$ cat src/rtl/dmem_arb_pkg.sv
// Shared owner-state encodings, select codes and default arbitration limits
// for the data-memory arbiter.
package dmem_arb_pkg;

  localparam int CNT_W            = 4;
  localparam int STARVE_LIMIT_DEF = 4;
  localparam int BURST_MAX_DEF    = 8;

  typedef enum logic [1:0] {
    ST_IDLE     = 2'd0,
    ST_CORE     = 2'd1,
    ST_AUX      = 2'd2,
    ST_AUX_LOCK = 2'd3
  } owner_e;

  typedef enum logic [1:0] {
    SEL_NONE = 2'd0,
    SEL_CORE = 2'd1,
    SEL_AUX  = 2'd2
  } sel_e;

endpackage

$ cat src/rtl/sat_counter.sv
// Saturating up-counter with clear priority over increment.
// One-cycle update latency; holds at limit while inc stays high.
module sat_counter #(
  parameter int W = 4
) (
  input  logic         Clk,
  input  logic         Reset,
  input  logic         inc,
  input  logic         clr,
  input  logic [W-1:0] limit,
  output logic [W-1:0] cnt
);

  always_ff @(posedge Clk) begin
    if (Reset || clr) begin
      cnt <= '0;
    end else if (inc && (cnt < limit)) begin
      cnt <= cnt + W'(1);
    end
  end

endmodule

$ cat src/rtl/dmem_arbiter.sv
// Two-port data-memory arbiter (core vs loader/debug), zero-wait single-cycle grant.
// Losers see no ack and must hold; define DMEM_ARB_LOCK_EN for locked aux bursts.
module dmem_arbiter
  import dmem_arb_pkg::*;
#(
  parameter int STARVE_LIMIT = STARVE_LIMIT_DEF,
  parameter int BURST_MAX    = BURST_MAX_DEF
) (
  input  logic        Clk,
  input  logic        Reset,
  input  logic        core_req,
  input  logic        core_we,
  input  logic [31:0] core_addr,
  input  logic [31:0] core_wdata,
  output logic        core_ack,
  output logic        core_stall,
  input  logic        aux_req,
  input  logic        aux_we,
  input  logic        aux_lock,
  input  logic [31:0] aux_addr,
  input  logic [31:0] aux_wdata,
  output logic        aux_ack,
  output logic [31:0] rdata,
  output logic [31:0] mem_addr,
  output logic [31:0] mem_wdata,
  output logic        mem_we,
  output logic        mem_re,
  input  logic [31:0] mem_rdata,
  output logic [1:0]  owner
);

  localparam logic [CNT_W-1:0] STARVE_LIM = CNT_W'(STARVE_LIMIT);

  owner_e           state_q;
  owner_e           state_d;
  sel_e             sel;
  logic [CNT_W-1:0] starve_cnt;
  logic             lock_hold;
  logic             starved;
  logic             starve_inc;
  logic             starve_clr;

`ifdef DMEM_ARB_LOCK_EN
  localparam logic [CNT_W-1:0] BURST_LIM = CNT_W'(BURST_MAX);

  logic [CNT_W-1:0] burst_q;
  logic [CNT_W-1:0] burst_d;
  logic [CNT_W-1:0] burst_inc;

  assign lock_hold = (state_q == ST_AUX_LOCK) && aux_req;
  assign burst_inc = burst_q + CNT_W'(1);
`else
  localparam int unused_burst_max = BURST_MAX;
  logic unused_lock;

  assign unused_lock = aux_lock;
  assign lock_hold   = 1'b0;
`endif

  assign starved = (starve_cnt == STARVE_LIM) && aux_req;

  // Selection; nothing is granted while Reset is high so no access escapes.
  always_comb begin
    sel = SEL_NONE;
    if (!Reset) begin
      if (lock_hold || starved) begin
        sel = SEL_AUX;
      end else if (core_req) begin
        sel = SEL_CORE;
      end else if (aux_req) begin
        sel = SEL_AUX;
      end
    end
  end

  always_comb begin
    mem_addr  = '0;
    mem_wdata = '0;
    mem_we    = 1'b0;
    mem_re    = 1'b0;
    core_ack  = 1'b0;
    aux_ack   = 1'b0;
    case (sel)
      SEL_CORE: begin
        mem_addr  = core_addr;
        mem_wdata = core_wdata;
        mem_we    = core_we;
        mem_re    = ~core_we;
        core_ack  = core_req;
      end
      SEL_AUX: begin
        mem_addr  = aux_addr;
        mem_wdata = aux_wdata;
        mem_we    = aux_we;
        mem_re    = ~aux_we;
        aux_ack   = aux_req;
      end
      default: ;
    endcase
  end

  assign core_stall = core_req & ~core_ack & ~Reset;
  assign rdata      = (core_ack | aux_ack) ? mem_rdata : 32'd0;

  assign starve_inc = aux_req & ~aux_ack;
  assign starve_clr = aux_ack | ~aux_req;

  sat_counter #(
    .W (CNT_W)
  ) u_starve_cnt (
    .Clk   (Clk),
    .Reset (Reset),
    .inc   (starve_inc),
    .clr   (starve_clr),
    .limit (STARVE_LIM),
    .cnt   (starve_cnt)
  );

  always_comb begin
    state_d = ST_IDLE;
`ifdef DMEM_ARB_LOCK_EN
    burst_d = '0;
`endif
    if (core_ack) begin
      state_d = ST_CORE;
    end else if (aux_ack) begin
      state_d = ST_AUX;
`ifdef DMEM_ARB_LOCK_EN
      // Burst length counts the access just performed; leave once it hits the cap.
      if (aux_lock) begin
        if (state_q == ST_AUX_LOCK) begin
          if (burst_inc < BURST_LIM) begin
            state_d = ST_AUX_LOCK;
            burst_d = burst_inc;
          end
        end else if (BURST_LIM > CNT_W'(1)) begin
          state_d = ST_AUX_LOCK;
          burst_d = CNT_W'(1);
        end
      end
`endif
    end
  end

  always_ff @(posedge Clk) begin
    if (Reset) begin
      state_q <= ST_IDLE;
    end else begin
      state_q <= state_d;
    end
  end

`ifdef DMEM_ARB_LOCK_EN
  always_ff @(posedge Clk) begin
    if (Reset) begin
      burst_q <= '0;
    end else begin
      burst_q <= burst_d;
    end
  end
`endif

  assign owner = state_q;

endmodule

$ cat config.mk
export PLATFORM = sky130hd
export DESIGN_NAME = dmem_arbiter
export DESIGN_NICKNAME = d
export VERILOG_FILES = /design/src/rtl/dmem_arb_pkg.sv /design/src/rtl/sat_counter.sv /design/src/rtl/dmem_arbiter.sv
export SDC_FILE = /design/constraint.sdc
export NUM_CORES = 1
export LEC_CHECK = 0
export CAP_MARGIN = 0
export CORE_AREA = 10 10 97 99
export CTS_BUF_LIST = sky130_fd_sc_hd__clkbuf_4
export DETAILED_ROUTE_END_ITERATION = 10
export DIE_AREA = 0 0 107 109
export HOLD_SLACK_MARGIN = 0.08
export PLACE_DENSITY = 0.79
export SLEW_MARGIN = 20
export SYNTH_ARGS = -nofsm -noshare
export SYNTH_HDL_FRONTEND = slang
export SYNTH_SLANG_ARGS = --single-unit
$ cat constraint.sdc
create_clock -name Clk -period 2.6 [get_ports Clk]
set_input_delay 0.39 -clock Clk [delete_from_list [all_inputs] [get_ports Clk]]
set_output_delay 0.39 -clock Clk [all_outputs]
set_load 0.01 [all_outputs]
==> results by group <==
Die
  • Core Area: 7530 µm²
  • Die area: 11700 µm²
  • Chip Width: 107 µm
  • Io pins: 270
  • Initial core utilization: 19.2%
  • Die Y-Extent: 109 µm
  • Row count: 32

Timing
  • Setup violators final: 0
  • Unrepaired setup endpoints after global routing: true
  • Clk_skew: 0.00220 ns
  • Max-slew violations: 0
  • Min Tclk post-route: 2.58 ns
  • Final Hold Fails: 0
  • Hold WS: 0.487 ns
  • Max Fclk: 387 MHz
  • Period utilization: 99.3%
  • PnR worst setup slack: 0.0171 ns
  • Worst-Margin Slew: 0.238 ns
  • Slew margin rel.: 84.1%

Yosys
  • Post-Syn Nets: 398
  • Synth area leader: a22oi_1
  • Count leader, synth: nor2_1
  • Synth Flop Type: dfxtp_1
  • Synth top cells by count: 67 x nor2_1, 65 x a22oi_1, 34 x nor2b_1
  • Share of Yosys cell area claimed by the top area cell type: 33.8%
  • Sequential area share after synthesis: 8.33%
  • Synth warnings: 0
  • Post-synth EDFFs: 0
  • Unique masters post-synth: 23
  • Top cells by area, synth: a22oi_1 34%, nor2_1 17%, nor2b_1 15%
  • Syn_area_per_cell: 6.36 µm²
  • Ys async rst share: 0%
  • Syn Std Cell Area: 1440 µm²
  • Post-synthesis cell count: 227
  • Synthesis-stage register bit count: 6

Critical path
  • CP peak stage delay: 0.32 ns
  • CP Cell Sequence: inv_2 > ha_4 > and3b_2 > o21a_1 > ha_4 > buf_6 > a22oi_2 > buf_6 > clkbuf_16 > nor2b_1 > buf_2
  • Worst Path Required: 2.21 ns
  • Critical path class: register to output pin
  • Crit path max-delay family: buffers and inverters
  • Worst path bufs/invs: 5
  • Worst-path fanout max: 8
  • CP max-delay cell: dfxtp_2
  • Arrival @ worst endpoint: 2.19 ns
  • Startpoint Class: register
  • CP endpoint kind: output pin

Clocking
  • Clock Tree Buf Depth: 2
  • Root Buffer: clkbuf_4
  • Clock tree from TritonCTS: built
  • CTS H-tree lvls: 1
  • Hold bufs inserted after CTS: 0
  • Clock latency on the worst-skew pair: 0.25 ns
  • Inserted Clock Buffers: 3
  • Clock Sinks: 6
  • Worst-path clk slew: 0.04 ns

Route
  • Vias per cell: 4.61
  • Drt initial violations: 109
  • Remaining antenna violation count: 0
  • Drt wl/cell: 19.3 µm
  • DRT Wirelength: 11600 µm
  • Via count: 2763
  • DRC viols: 0
  • Pre-antenna DRT Iters: 4

Pwr
  • Cell area power density: 184 nW/µm²
  • Leak: 0.00183 µW
  • Max rail drop VDD: 0.0000842 V

Finish
  • Layout cell share with drive strength beyond 1: 25.9%
  • Fin util: 56.7%
  • Area Overhead vs Synth: 196%
  • Final cell count without fillers: 600
  • ANT cells: 0
  • Nets: 671

Global routing
  • Total gr overflow: 0
  • Vias in the first global route: 2862
  • First-pass GRT wire length: 16400 µm
  • Antenna violations before repair: 0
  • GRT Resource Usage Total: 17.7%
  • Largest net degree at the start of global routing: 40

Run status
  • Status: completed

Place
  • GP Congestion: 0.842
  • PortBufs: 268
  • Pre-CTS WS: -0.346 ns
  • Dpl cells: 586
  • DPL Wire Length: 9510 µm

Job
  • # Max-Cap Violations: 0

Worst hold path
  • Hold Crit Class: register to register
-- timing repair --
| item | CTS | global route |
|---|---|---|
| cloned | 4 | 1 |
| setup buffers | 4 | 2 |
| resized for setup | 239 | 101 |
| setup endpoints to repair | 101 | 99 |
| endpoints found under the hold margin | 0 | 0 |
| pin swaps | 3 | 4 |
-- power breakdown --
part	switching, µW	internal (µW)
Combinational	218	386
Clock	35.1	52.3
Sequential	1.16	94.8
Total	254	533
-- sequential cells by signal, summed over array words and instances (netlist names) --
register	count
owner	2
u_starve_cnt.cnt	4
-- worst reg2reg max path: stages, from the launching register on --
cell	delay [ns]
dfxtp_2	0.32
inv_2	0.04
ha_4	0.14
and3b_2	0.23
o21a_1	0.24
ha_4	0.20
buf_12	0.17
or3b_4	0.40
a21oi_1	0.12
-- cell families after synthesis --
| family | synth area share (%) |
|---|---|
| buf+inv | 12.0 |
| flops | 8.33 |
| fa+ha+maj | 3.47 |
| compound gates | 38.5 |
| simple gates | 37.7 |
-- final timing paths --
path	start	end	slack, ns	cells after the start
max	u_starve_cnt.cnt[0]$_SDFFE_PP0P_	rdata[3]	0.02	11
min	u_starve_cnt.cnt[3]$_SDFFE_PP0P_	u_starve_cnt.cnt[3]$_SDFFE_PP0P_	0.49	2
max reg2reg	u_starve_cnt.cnt[0]$_SDFFE_PP0P_	u_starve_cnt.cnt[1]$_SDFFE_PP0P_	0.65	8
min reg2reg	u_starve_cnt.cnt[3]$_SDFFE_PP0P_	u_starve_cnt.cnt[3]$_SDFFE_PP0P_	0.49	2
-- per-stage QoR --
| step | TNS [ns] | area, µm² | power, µW |
|---|---|---|---|
| after floorplan | 0 | 1440 | 275 |
| after global placement | -24.54 | 4290 | 677 |
| after detailed placement | -28.25 | 4290 | 688 |
| after CTS | -0.218 | 4290 | 779 |
| after global routing | -2.35 | 4270 | 834 |
| final | 0 | 4270 | 787 |
-- per-layer routing --
metal / up-vias / GRT usage [%] / share of wire, %
met1: 1249 / 17.2 / 33
met3: 16 / 8.32 / 12
met4: 0 / 4.55 / 1.7
met5: - / 0 / 0
li1: 1348 / - / -
met2: 150 / 33.2 / 53
-- area by class of cell --
| cell class | count | area, µm² |
|---|---|---|
| inverters | 5 | 18.8 |
| flip-flops and latches | 6 | 123 |
| multi-input cells | 192 | 1270 |
| fillers | 745 | 3260 |
| repair buffers | 292 | 2710 |
| well taps | 102 | 128 |
| clock buffers | 3 | 22.5 |
-- cell usage in the layout (no fill, tap or decap), types with 2 or more instances in the layout --
| master | Yosys | layout |
|---|---|---|
| buf_6 | 4 | 5 |
| buf_16 | 0 | 3 |
| buf_4 | 6 | 8 |
| nand2b_1 | 4 | 3 |
| ha_4 | 0 | 3 |
| a22oi_1 | 65 | 58 |
| clkbuf_4 | 0 | 3 |
| inv_2 | 0 | 2 |
| a21oi_1 | 5 | 4 |
| clkdlybuf4s15_1 | 0 | 13 |
| inv_1 | 5 | 3 |
| nor2b_4 | 0 | 4 |
| clkbuf_2 | 0 | 41 |
| buf_2 | 9 | 32 |
| and2_1 | 2 | 2 |
| nor2_1 | 67 | 67 |
| o21ai_0 | 3 | 2 |
| buf_12 | 0 | 8 |
| clkdlybuf4s50_1 | 0 | 165 |
| nor2b_1 | 34 | 30 |
| a22oi_2 | 1 | 8 |
| dfxtp_2 | 0 | 2 |
| dlygate4sd2_1 | 0 | 12 |
| dfxtp_1 | 6 | 4 |
No activity file was read; power rests on OpenSTA's default activity.
